<file path="config.mk">
export PLATFORM = sky130hd
export DESIGN_NAME = pim_conv_ctrl
export DESIGN_NICKNAME = d
export VERILOG_FILES = /design/src/rtl/pim_conv_ctrl.sv
export SDC_FILE = /design/constraint.sdc
export NUM_CORES = 1
export LEC_CHECK = 0
export CAP_MARGIN = 5
export CORE_UTILIZATION = 37
export CTS_CLUSTER_SIZE = 20
export DETAILED_ROUTE_END_ITERATION = 10
export PLACE_DENSITY = 0.7
export SYNTH_ARGS = -nofsm -noshare
export SYNTH_HDL_FRONTEND = slang
export SYNTH_SLANG_ARGS = --single-unit
</file>
<file path="constraint.sdc">
create_clock -name clk -period 4.6 [get_ports clk]
set_clock_uncertainty 0.1 [all_clocks]
set_input_delay 1.38 -clock clk [delete_from_list [all_inputs] [get_ports clk]]
set_output_delay 1.38 -clock clk [all_outputs]
set_load 0.01 [all_outputs]
</file>
<file path="src/rtl/pim_conv_ctrl.sv">
// pim_conv_ctrl: initiator-side sequencer for the conv PIM crossbar wrapper.
// Takes one feature vector per transaction, issues crossbar addresses
// 0..NUM_ADDR-1 one per cycle, accumulates every ADC result after PIM_LAT
// cycles, and returns the sum downstream.
// Ports:
//   clk, rst                       clock, synchronous active-high reset
//   in_valid/in_ready/in_feature   feature vector input handshake
//   pim_feature/pim_addr/pim_en    drive into conv
//   pim_result                     ADC result from conv
//   out_valid/out_ready/out_data   accumulated sum output handshake
//   busy                           high whenever not idle
module pim_conv_ctrl #(
   parameter int unsigned CROSS_SIZE = 64,
   parameter int unsigned DEPTH      = 6,
   parameter int unsigned ADC_P      = 8,
   parameter int unsigned NUM_ADDR   = 64,
   parameter int unsigned PIM_LAT    = 1,
   parameter int unsigned ACC_W      = ADC_P + DEPTH
) (
   input  logic                  clk,
   input  logic                  rst,
   input  logic                  in_valid,
   output logic                  in_ready,
   input  logic [CROSS_SIZE-1:0] in_feature,
   output logic [CROSS_SIZE-1:0] pim_feature,
   output logic [DEPTH-1:0]      pim_addr,
   output logic                  pim_en,
   input  logic [ADC_P-1:0]      pim_result,
   output logic                  out_valid,
   input  logic                  out_ready,
   output logic [ACC_W-1:0]      out_data,
   output logic                  busy
);

   localparam logic [DEPTH-1:0] LAST_ADDR = DEPTH'(NUM_ADDR - 1);

   typedef enum logic [1:0] {IDLE, ISSUE, DRAIN, DONE} state_t;

   state_t                state_q, state_d;
   logic [CROSS_SIZE-1:0] feat_q, feat_d;
   logic [DEPTH-1:0]      addr_q, addr_d;
   logic                  en_q, en_d;
   logic [PIM_LAT-1:0]    tag_q, tag_d;
   logic [ACC_W-1:0]      acc_q, acc_d;
   logic [ACC_W-1:0]      out_data_q, out_data_d;
   logic                  out_valid_q, out_valid_d;
   logic                  busy_q, busy_d;
   logic                  in_ready_q, in_ready_d;

   // Next-state, issue counter, tag pipeline and accumulator
   always_comb begin
      state_d    = state_q;
      feat_d     = feat_q;
      addr_d     = addr_q;
      en_d       = 1'b0;
      out_data_d = out_data_q;
      // tag_q[PIM_LAT-1] marks the cycle in which an issued result is on pim_result
      tag_d      = PIM_LAT'({tag_q, en_q});
      acc_d      = acc_q;
      if (tag_q[PIM_LAT-1]) begin
         acc_d = acc_q + ACC_W'(pim_result);
      end

      unique case (state_q)
         IDLE: begin
            if (in_valid) begin
               feat_d  = in_feature;
               acc_d   = '0;
               addr_d  = '0;
               en_d    = 1'b1;
               state_d = ISSUE;
            end
         end
         ISSUE: begin
            if (addr_q == LAST_ADDR) begin
               addr_d  = '0;
               state_d = DRAIN;
            end else begin
               addr_d = addr_q + DEPTH'(1);
               en_d   = 1'b1;
            end
         end
         DRAIN: begin
            // Leave once the last outstanding result is being folded in this cycle
            if (tag_d == '0) begin
               out_data_d = acc_d;
               state_d    = DONE;
            end
         end
         DONE: begin
            if (out_ready) begin
               state_d = IDLE;
            end
         end
         default: state_d = IDLE;
      endcase

      in_ready_d  = (state_d == IDLE);
      busy_d      = (state_d != IDLE);
      out_valid_d = (state_d == DONE);
   end

   // State and output registers
   always_ff @(posedge clk) begin
      if (rst) begin
         state_q     <= IDLE;
         feat_q      <= '0;
         addr_q      <= '0;
         en_q        <= 1'b0;
         tag_q       <= '0;
         acc_q       <= '0;
         out_data_q  <= '0;
         out_valid_q <= 1'b0;
         busy_q      <= 1'b0;
         in_ready_q  <= 1'b1;
      end else begin
         state_q     <= state_d;
         feat_q      <= feat_d;
         addr_q      <= addr_d;
         en_q        <= en_d;
         tag_q       <= tag_d;
         acc_q       <= acc_d;
         out_data_q  <= out_data_d;
         out_valid_q <= out_valid_d;
         busy_q      <= busy_d;
         in_ready_q  <= in_ready_d;
      end
   end

   assign in_ready    = in_ready_q;
   assign pim_feature = feat_q;
   assign pim_addr    = addr_q;
   assign pim_en      = en_q;
   assign out_valid   = out_valid_q;
   assign out_data    = out_data_q;
   assign busy        = busy_q;

endmodule

</file>
==> results of run 1 <==
how the worst min path moves through the flow:
stage,end,slack (ns),cells past startpoint
2_1_floorplan,acc_q[13],0.37,2
3_3_place_gp,pim_feature[19],0.34,2
3_5_place_dp,pim_feature[3],0.35,2
4_1_cts,pim_feature[47],0.36,2
5_1_grt,pim_feature[17],0.38,2
6_report,pim_feature[32],0.36,2
cell families (layout without fill, tap and decap cells):
family / count (synthesis) / after routing / synth area share (%)
flops: 105 / 105 / 50.44
compound gates: 123 / 123 / 17.62
buf+inv: 35 / 187 / 4.413
fa+ha+maj: 10 / 10 / 3.182
xor+xnor: 9 / 9 / 1.891
simple gates: 207 / 207 / 20.74
mux: 7 / 7 / 1.711
through the flow:
stage / instances / instance area [um2] / setup slack, ns
2_1_floorplan: 496 / 4168 / 1.555
3_3_place_gp: 772 / 5834 / 0.9680
3_5_place_dp: 772 / 5834 / 0.9262
4_1_cts: 788 / 6050 / 1.294
5_1_grt: 788 / 6050 / 1.165
6_report: 788 / 6050 / 1.280
cell usage after synthesis, types with 3 or more instances:
cell type / n
xnor2_1: 3
a31oi_1: 4
nand4_1: 4
nor3_1: 4
nor2_1: 36
xor2_1: 6
nand3_1: 6
or3_1: 4
a21oi_1: 77
o21ai_0: 6
dfxtp_1: 105
nor2b_1: 5
a22oi_1: 3
buf_2: 14
nand2_1: 137
a211oi_1: 10
clkbuf_1: 13
o211ai_1: 5
mux2i_1: 6
o21bai_1: 3
ha_1: 9
inv_1: 4
nand2b_1: 4
state kept, by name, summed over array words and instances (netlist names):
name,flops
pim_addr,6
pim_feature,64
pim_en,1
acc_q,14
out_data,14
out_valid,1
state_q,2
in_ready,1
busy,1
tag_q,1
final cells by class:
cell class                 instances  area [um2]
clock buffer                      12       165.2
clock inverter                     4       50.05
fill                            1005        4838
inverter                           4       15.01
multi-input combinational        356        1886
sequential                       105        2102
tap                              140       175.2
timing repair buffer             167        1657
critical path: cells and delay by family:
family	cells	cell delay [ns]
buffers and inverters	2	0.52
AND/OR/NAND/NOR	2	0.55
AO/OA/AOI/OAI	3	0.45
adder cells (fa/ha/maj)	2	0.59
power groups by stage:
stage                     logic [mW]  clock network (mW)  registers [mW]
final                          0.298               0.593           0.977
after global routing           0.326               0.653           0.983
after CTS                      0.301               0.614           0.977
after detailed placement       0.299                   0           0.998
after global placement         0.296                   0           0.996
after floorplan                0.120                   0            1.01
cells in the final DEF (no fill, tap or decap), types with 3 or more instances in the layout:
master,count
inv_1,4
dfxtp_1,105
or3_1,4
a211oi_1,10
nor2_1,36
nor3_1,4
a22oi_1,3
buf_4,4
nand4_1,4
mux2i_1,6
ha_1,9
a21oi_1,77
xor2_1,6
clkdlybuf4s50_1,162
nor2b_1,5
o21bai_1,3
xnor2_1,3
o211ai_1,5
clkbuf_8,12
nand2b_1,4
nand3_1,6
o21ai_0,6
a31oi_1,4
nand2_1,136
metal layers:
metal  vias to the layer above  wire length [um]  track usage, %
met5                         -                 0               0
met1                      1767              4668           22.07
met4                         0               170           6.849
li1                       1962                 -               -
met2                       108              5373           33.21
met3                        11               657           3.315
==> metrics.md, run 1 <==
| Metric | Value |
|---|---|
| Run status | completed |
| Worst-skew pair later-pin latency | 0.35 ns |
| Post-DP HPWL | 7835 um |
| CTS tree | done |
| Initial antenna violation count | 0 |
| Grt ovf | 0 |
| Crit. Startpoint | pim_result[0] |
| Final Cycle Share | 72.18% |
| Sw Share | 24.56% |
| Slew HR | 31.14% |
| Core outline area | 0.01089 mm2 |
| Synth Flop Type | dfxtp_1 |
| Worst hold start | pim_feature[32] |
| Crit path required time | 4.78 ns |
| Max rail drop VDD | 0.1710 mV |
| Worst Max-Slew Pin Slew | 1.032 ns |
| Share of the synthesized area in the top cell type | 50.44% |
| First-pass GRT wire length | 17210 um |
| Num CTS Buffers | 9 |
| Flop pwr share | 52.3% |
| Synth Net Count | 582 |
| Max Fclk | 0.3012 GHz |
| Port Buffers | 163 |
| DRC | 0 |
| CP max-delay cell | clkdlybuf4s50_1 |
| Max incr delay on CP | 0.46 ns |
| Max-capacitance violation count | 0 |
| Synth Register Bits | 105 |
| Via density | 4.883 |
| Final nets | 729 |
| Worst r2r src | acc_q[0] |
| Post_cts resized | 0 |
| Hold Crit Class | flop to flop |
| Top cells by area, synth | dfxtp_1, nand2_1, a21oi_1 |
| Worst setup SP type | input port |
| Post CTS Setup Buffer Count | 0 |
| Die Span Y | 108.1 um |
| Nature of the critical path endpoint | flop |
| Sequential-to-total area share from yosys stat | 50.44% |
| Sw power | 0.4587 mW |
| Setup CP Type | input port to flop |
| RSZ-0062 raised after global routing | no |
| Fin. Hold Viols | 0 |
| Antenna Violating Nets Remaining | 0 |
| P&R area growth vs syn | 45.15% |
| Pins Over Slew Limit | 0 |
| Post-synthesis instance total | 496 |
| Internal power | 1.409 mW |
| Via count | 3848 |
| Syn avg cell area | 8.403 um2 |
| Post-synth EDFFs | 0 |
| Setup-failing EPs final | 0 |
| H-tree Lvls | 3 |
| Worst hold slack | 0.3566 ns |
| Placement Rows | 38 |
| Die footprint | 0.01169 mm2 |
| R2R depth | 8 |
| DRT Pass-1 Iters | 4 |
| CTS clock-pin slew for the worst setup and hold paths | 0.09 ns |
| Max clock buf depth | 2 |
| Hold buffer count at cts | 0 |
| Total leakage power | 2.248 nW |
| GRT Total Usage | 18.58% |
| Largest area contributor in the synthesized netlist | dfxtp_1 |
| Netlist cell types | 42 |
| R2r endpoint | out_data[12] |
| Tot Pwr | 1.867 mW |
| Vias in the first global route | 3656 |
| YS warnings | 0 |
| Top-Level Pins | 164 |
| Initial core utilization | 38.28% |
| Post-Route Utilization | 55.56% |
| CP Data Arrival Time | 3.50 ns |
| Final Critical Period | 3.320 ns |
| Post-synth ARST share | 0% |
| # diodes | 0 |
| Layout cells sized above 1 | 4.630% |
| Final WL | 10870 um |
| Clk sinks | 105 |
| Crit-path max FO | 4 |
| Root buffer cell | clkbuf_8 |
| Drt wl/cell | 13.79 um |
| Clock network power share | 31.7% |
| Pwr Density | 308.7 mW/mm2 |
| Post-synthesis cell area | 0.004168 mm2 |
| Initial detailed-routing violation count | 188 |
| Worst path cell trace | clkdlybuf4s50_1 > ha_1 > inv_1 > fa_1 > nor2b_1 > o31a_4 > o211ai_2 > or3_1 > a31oi_1 |
| Largest net degree at the start of global routing | 53 |
| Die width | 108.1 um |
| Last element of the critical path | out_data[12] |
| Placer Congestion | 0.8369 |
| R2R setup slack | 2.42 ns |
| Combinational power share | 16.0% |
| Total Neg Setup Slack | 0 ns |
Power figures use the tool's default switching activity.
==> run 2: changes to the inputs <==
--- a/config.mk
+++ b/config.mk
@@ -9,7 +9,7 @@
 export CORE_UTILIZATION = 37
 export CTS_CLUSTER_SIZE = 20
 export DETAILED_ROUTE_END_ITERATION = 10
-export PLACE_DENSITY = 0.7
+export PLACE_DENSITY = 0.73
 export SYNTH_ARGS = -nofsm -noshare
 export SYNTH_HDL_FRONTEND = slang
 export SYNTH_SLANG_ARGS = --single-unit
==> constraint.sdc (replaced) <==
create_clock -name clk -period 2.7 [get_ports clk]
set_clock_uncertainty 0.1 [all_clocks]
set_input_delay 0.81 -clock clk [delete_from_list [all_inputs] [get_ports clk]]
set_output_delay 0.81 -clock clk [all_outputs]
set_load 0.01 [all_outputs]
==> metrics.md, run 2 (synthesis results as in run 1) <==
| Metric | Value |
|---|---|
| Run status | completed |
| Clock network power share | 30.2% (-1.5 points) |
| Final nets | 743 (+1.9%) |
| GR Util met1 | 22.35% (+0.28 points) |
| Internal power | 2.362 mW (+68%) |
| GRT Total Usage | 18.95% (+0.37 points) |
| Post-DP Area | 0.005952 mm2 (+2.0%) |
| Top-Level Pins | 164 (unchanged) |
| Clk sinks | 105 (unchanged) |
| R2R depth | 8 (unchanged) |
| Max Fclk | 0.3852 GHz |
| Tot Pwr | 3.149 mW (+69%) |
| Sw Share | 25.00% (+0.44 points) |
| Antenna Violating Nets Remaining | 0 (unchanged) |
| CP max-delay cell | clkdlybuf4s50_1 |
| Crit path required time | 2.88 ns (-1.90 ns) |
| Placed insts | 786 (+1.8%) |
| Core outline area | 0.01089 mm2 (unchanged) |
| Total leakage power | 2.318 nW (+3.1%) |
| Setup-failing EPs final | 0 (unchanged) |
| Worst path cell trace | clkdlybuf4s50_1 > ha_1 > inv_1 > fa_2 > nor2b_4 > o31a_4 > o211ai_2 > or3_1 > a31oi_1 |
| Largest net degree at the start of global routing | 62 (+17%) |
| Max rail drop VDD | 0.3386 mV (+98%) |
| Initial detailed-routing violation count | 199 (+5.9%) |
| H-tree Lvls | 3 (unchanged) |
| Pwr Density | 511.5 mW/mm2 (+66%) |
| DRT Pass-1 Iters | 5 (+1) |
| Die footprint | 0.01169 mm2 (unchanged) |
| Hold buffer count at cts | 0 (unchanged) |
| Final WS setup | 0.1041 ns (-1.176 ns) |
| Worst Max-Slew Pin Slew | 0.5016 ns (-0.5303 ns) |
| CTS clock-pin slew for the worst setup and hold paths | 0.09 ns (about the same) |
| Drt wl/cell | 13.91 um (+0.86%) |
| Largest register FFs | 64 (unchanged) |
| Hold Crit Class | flop to flop |
| Combinational power share | 16.9% (+0.9 points) |
| Nature of the critical path endpoint | flop |
| P&R area growth vs syn | 47.70% |
| Finished Layout Cells | 801 (+1.6%) |
| DRC | 0 (unchanged) |
| Vias in the first global route | 3818 (+4.4%) |
| Pins Over Slew Limit | 0 (unchanged) |
| # diodes | 0 (unchanged) |
| Die Span Y | 108.1 um (unchanged) |
| Place WS | -0.3988 ns (-1.325 ns) |
| Initial core utilization | 38.28% (unchanged) |
| Most common cell after layout, fill and taps aside | clkdlybuf4s50_1 |
| CP Data Arrival Time | 2.77 ns (-0.73 ns) |
| Root buffer cell | clkbuf_8 |
| Max incr delay on CP | 0.46 ns (about the same) |
| Final Critical Period | 2.596 ns |
| Max-capacitance violation count | 0 (unchanged) |
| Most frequent cells in the layout | clkdlybuf4s50_1, nand2_1, dfxtp_1 |
| Post-DP HPWL | 8075 um (+3.1%) |
| Layout cells sized above 1 | 6.808% (+2.2 points) |
| Worst-skew pair later-pin latency | 0.36 ns (about the same) |
| Worst Hold Path Cells | 2 (unchanged) |
| GRT busiest layer | met2 |
| M2 GR Usage | 33.67% (+0.45 points) |
| Num CTS Buffers | 9 (unchanged) |
| Max clock buf depth | 2 (unchanged) |
| Die width | 108.1 um (unchanged) |
| Placer Congestion | 0.8575 (+2.5%) |
| Placement Rows | 38 (unchanged) |
| Via density | 4.926 (+0.88%) |
| Worst setup SP type | input port |
| Flop pwr share | 52.9% (+0.6 points) |
| Port Buffers | 163 (unchanged) |
| Slew HR | 66.56% (+35 points) |
| Post CTS Setup Buffer Count | 0 (unchanged) |
| Via count | 3946 (+2.5%) |
| Fill cells | 1002 (-0.30%) |
| Crit-path max FO | 4 (unchanged) |
| RSZ-0062 raised after global routing | no |
| Sw power | 0.7872 mW (+72%) |
| First-pass GRT wire length | 17530 um (+1.9%) |
| Met3 global-route usage | 3.617% (+0.30 points) |
| Setup CP Type | input port to flop |
| Final Cycle Share | 96.14% |
| Grt ovf | 0 (unchanged) |
| Post-route cell area | 0.006156 mm2 (+1.8%) |
| Fin. Hold Viols | 0 (unchanged) |
| Initial antenna violation count | 0 (unchanged) |
| CTS tree | done |
| Final WL | 11140 um (+2.5%) |
-- run 2: per-layer routing --
layer  vias up  wire length (um)
met3        19               630
met4         0               251
met2       122              5406
li1       1984                 -
met1      1821              4854
met5         -                 0
-- run 2: final cells by class --
type	instances	area, um2	area share, %
flip-flops and latches	105	2102	34.15
multi-input cells	356	1896	30.79
repair buffers	181	1774	28.82
well taps	140	175.2	2.846
clock buffers	10	137.6	2.236
clock inverters	5	56.30	0.9146
inverters	4	15.01	0.2439
-- run 2: worst paths after layout --
| path | slack (ns) | from | endpoint |
|---|---|---|---|
| worst max register to register | 0.67 | acc_q[0] | out_data[10] |
| worst max-delay path | 0.10 | pim_result[0] | out_data[10] |
| worst min register to register | 0.36 | pim_feature[30] | pim_feature[30] |
| worst min-delay path | 0.36 | pim_feature[30] | pim_feature[30] |
-- run 2: worst max-delay path, delay by kind of cell --
kind | cells | cell delay (ns)
AOI/OAI and AO/OA | 3 | 0.41
adders and majority gates | 2 | 0.54
and+or+nand+nor | 2 | 0.49
buffers and inverters | 2 | 0.52
-- run 2: timing repair --
| item | 4_1_cts | 5_1_grt |
|---|---|---|
| gates cloned | 0 | 0 |
| gates resized for setup | 1 | 2 |
| pin swaps | 0 | 1 |
| setup endpoints to repair | 2 | 4 |
-- run 2: metrics by stage --
step | util [%] | hold slack (ns) | TNS (ns)
floorplan | - | 0.3730 | 0
global placement | 54.67 | 0.3411 | -2.978
detailed placement | 54.67 | 0.3458 | -3.696
CTS | 56.47 | 0.3592 | 0
global route | 56.54 | 0.3765 | 0
finish | 56.54 | 0.3561 | 0
-- run 2: power groups by stage --
| stage | logic (mW) | clock network [mW] | registers, mW |
|---|---|---|---|
| after global placement | 0.521 | 0 | 1.70 |
| after CTS | 0.534 | 0.984 | 1.67 |
| final | 0.532 | 0.952 | 1.66 |
| after detailed placement | 0.532 | 0 | 1.70 |
| after floorplan | 0.204 | 0 | 1.72 |
| after global routing | 0.580 | 1.04 | 1.67 |
==> run 3: changes to the inputs <==
--- a/config.mk
+++ b/config.mk
@@ -6,6 +6,7 @@
 export NUM_CORES = 1
 export LEC_CHECK = 0
 export CAP_MARGIN = 5
+export CORE_MARGIN = 5
 export CORE_UTILIZATION = 37
 export CTS_CLUSTER_SIZE = 20
 export DETAILED_ROUTE_END_ITERATION = 10
==> metrics.md, run 3 (synthesis results as in run 1) <==
| Metric | Value |
|---|---|
| Initial detailed-routing violation count | 226 (+14%) |
| Die Span Y | 116.1 um (+7.4%) |
| Fin. Hold Viols | 0 (unchanged) |
| Final Cycle Share | 95.67% (-0.47 points) |
| Final WS setup | 0.1168 ns (+0.01274 ns) |
| Num CTS Buffers | 9 (unchanged) |
| DRT Pass-1 Iters | 4 (-1) |
| Top-Level Pins | 164 (unchanged) |
| # diodes | 0 (unchanged) |
| Run status | completed |
| RSZ-0062 raised after global routing | no |
| Die width | 116.1 um (+7.4%) |
| Max clock buf depth | 2 (unchanged) |
| Vias in the first global route | 3894 (+2.0%) |
| Final nets | 747 (+0.54%) |
| Clk sinks | 105 (unchanged) |
| H-tree Lvls | 3 (unchanged) |
| Slew HR | 57.25% (-9.3 points) |
| Port Buffers | 163 (unchanged) |
| Largest register FFs | 64 (unchanged) |
| Setup CP Type | input port to flop |
| Die footprint | 0.01349 mm2 (+15%) |
| DRC | 0 (unchanged) |
| Most frequent cells in the layout | clkdlybuf4s50_1, nand2_1, dfxtp_1 |
| Via density | 4.981 (+1.1%) |
| First-pass GRT wire length | 18310 um (+4.4%) |
| Final WL | 11790 um (+5.8%) |
| Largest net degree at the start of global routing | 42 (-32%) |
| Initial antenna violation count | 0 (unchanged) |
| Antenna Violating Nets Remaining | 0 (unchanged) |
| CTS tree | done |
| Crit path required time | 2.79 ns (-0.09 ns) |
| Max incr delay on CP | 0.43 ns (-0.03 ns) |
| Most common cell after layout, fill and taps aside | clkdlybuf4s50_1 |
| Layout cells sized above 1 | 7.958% (+1.2 points) |
| Total leakage power | 2.408 nW (+3.9%) |
| Finished Layout Cells | 806 (+0.62%) |
| GRT Total Usage | 16.86% (-2.1 points) |
| CTS clock-pin slew for the worst setup and hold paths | 0.07 ns (-0.02 ns) |
| Initial core utilization | 38.11% (-0.17 points) |
| Placement Rows | 38 (unchanged) |
| Post-DP HPWL | 8753 um (+8.4%) |
| Worst setup SP type | input port |
| Post-DP Area | 0.005967 mm2 (+0.25%) |
| Pins Over Slew Limit | 0 (unchanged) |
| Total Neg Setup Slack | 0 ns (unchanged) |
| Via count | 4015 (+1.7%) |
| Crit-path max FO | 4 (unchanged) |
| P&R area growth vs syn | 52.36% |
| CP Data Arrival Time | 2.67 ns (-0.10 ns) |
| Root buffer cell | clkbuf_16 |
| Placer Congestion | 0.8475 (-1.2%) |
| Max Fclk | 0.3871 GHz (+0.49%) |
| Hold buffer count at cts | 0 (unchanged) |
| Worst-skew pair later-pin latency | 0.33 ns (-0.03 ns) |
| Placed insts | 788 (+0.25%) |
| Pwr Density | 573.4 mW/mm2 (+12%) |
| CP max-delay cell | clkdlybuf4s50_1 |
| Max rail drop VDD | 0.3881 mV (+15%) |
| Hold Crit Class | flop to flop |
| Max-capacitance violation count | 0 (unchanged) |
| Setup-failing EPs final | 0 (unchanged) |
| Worst path cell trace | clkdlybuf4s50_1 > ha_1 > nor2b_4 > o31a_4 > or3_1 > nand3_1 > a311oi_1 |
| Core outline area | 0.01094 mm2 (+0.44%) |
| Worst Max-Slew Pin Slew | 0.6412 ns (+0.1396 ns) |
| Nature of the critical path endpoint | flop |
| Grt ovf | 0 (unchanged) |
| Place WS | -0.4209 ns (-0.02215 ns) |
| Post-route cell area | 0.006350 mm2 (+3.2%) |
| Final Critical Period | 2.583 ns (-0.01274 ns) |
| Drt wl/cell | 14.63 um (+5.1%) |
## run 3: cell types whose count changed in the layout (fill, tap and decap cells not counted), moves of 2 or more
| cell | change |
|---|---|
| buf_4 | +4 |
| clkbuf_8 | -8 |
| clkbuf_16 | +9 |
| clkinv_2 | -2 |
## run 3: cell type report
cell class                 instances  area (um2)
clock buffer                      11       252.7
tap                              140       175.2
multi-input combinational        356        1912
clock inverter                     5       86.33
inverter                           4       15.01
fill                             976        4586
sequential                       105        2102
timing repair buffer             185        1807
## run 3: critical path, delay by kind of cell
kind	cells	cell delay, ns
AND/OR/NAND/NOR	3	0.62
adder cells (fa/ha/maj)	1	0.37
buffers and inverters	1	0.43
AO/OA/AOI/OAI	2	0.45
## run 3: worst paths after layout
path,startpoint,to,slack (ns),depth (start not counted)
worst max register to register,acc_q[0],out_data[10],0.57,8
worst min register to register,pim_feature[41],pim_feature[41],0.36,2
worst min-delay path,pim_feature[41],pim_feature[41],0.36,2
worst max-delay path,pim_result[2],out_data[6],0.12,7
## run 3: per-layer routing
layer  GRT usage (%)  vias up  share of wire (%)
met5               0        -                  0
met4           6.961        0                1.6
met3           4.041       17                7.7
met2           29.08      131                 48
met1           20.16     1868                 43
li1                -     1999                  -
## run 3: report_power, final
group          switching [mW]  leakage (nW)  total, mW  internal (mW)
sequential             0.0440         0.857       1.66           1.62
combinational           0.242          1.38      0.540          0.298
clock                   0.567         0.166       1.44          0.870
total                   0.854          2.41       3.64           2.79
## run 3: through the flow
step           hold WS (ns)  util [%]  total power [mW]
2_1_floorplan        0.3730         -             1.925
3_3_place_gp         0.3411     54.57             2.226
3_5_place_dp         0.3469     54.57             2.238
4_1_cts              0.3564     57.78             3.681
5_1_grt              0.3734     58.07             3.798
6_report             0.3552     58.07             3.641
## run 3: repair_timing
| item | 4_1_cts | 5_1_grt |
|---|---|---|
| setup buffers | 1 | 1 |
| resized for setup | 2 | 6 |
| gates cloned | 0 | 0 |
| endpoints found under the setup margin | 4 | 4 |
| pin swaps | 0 | 6 |
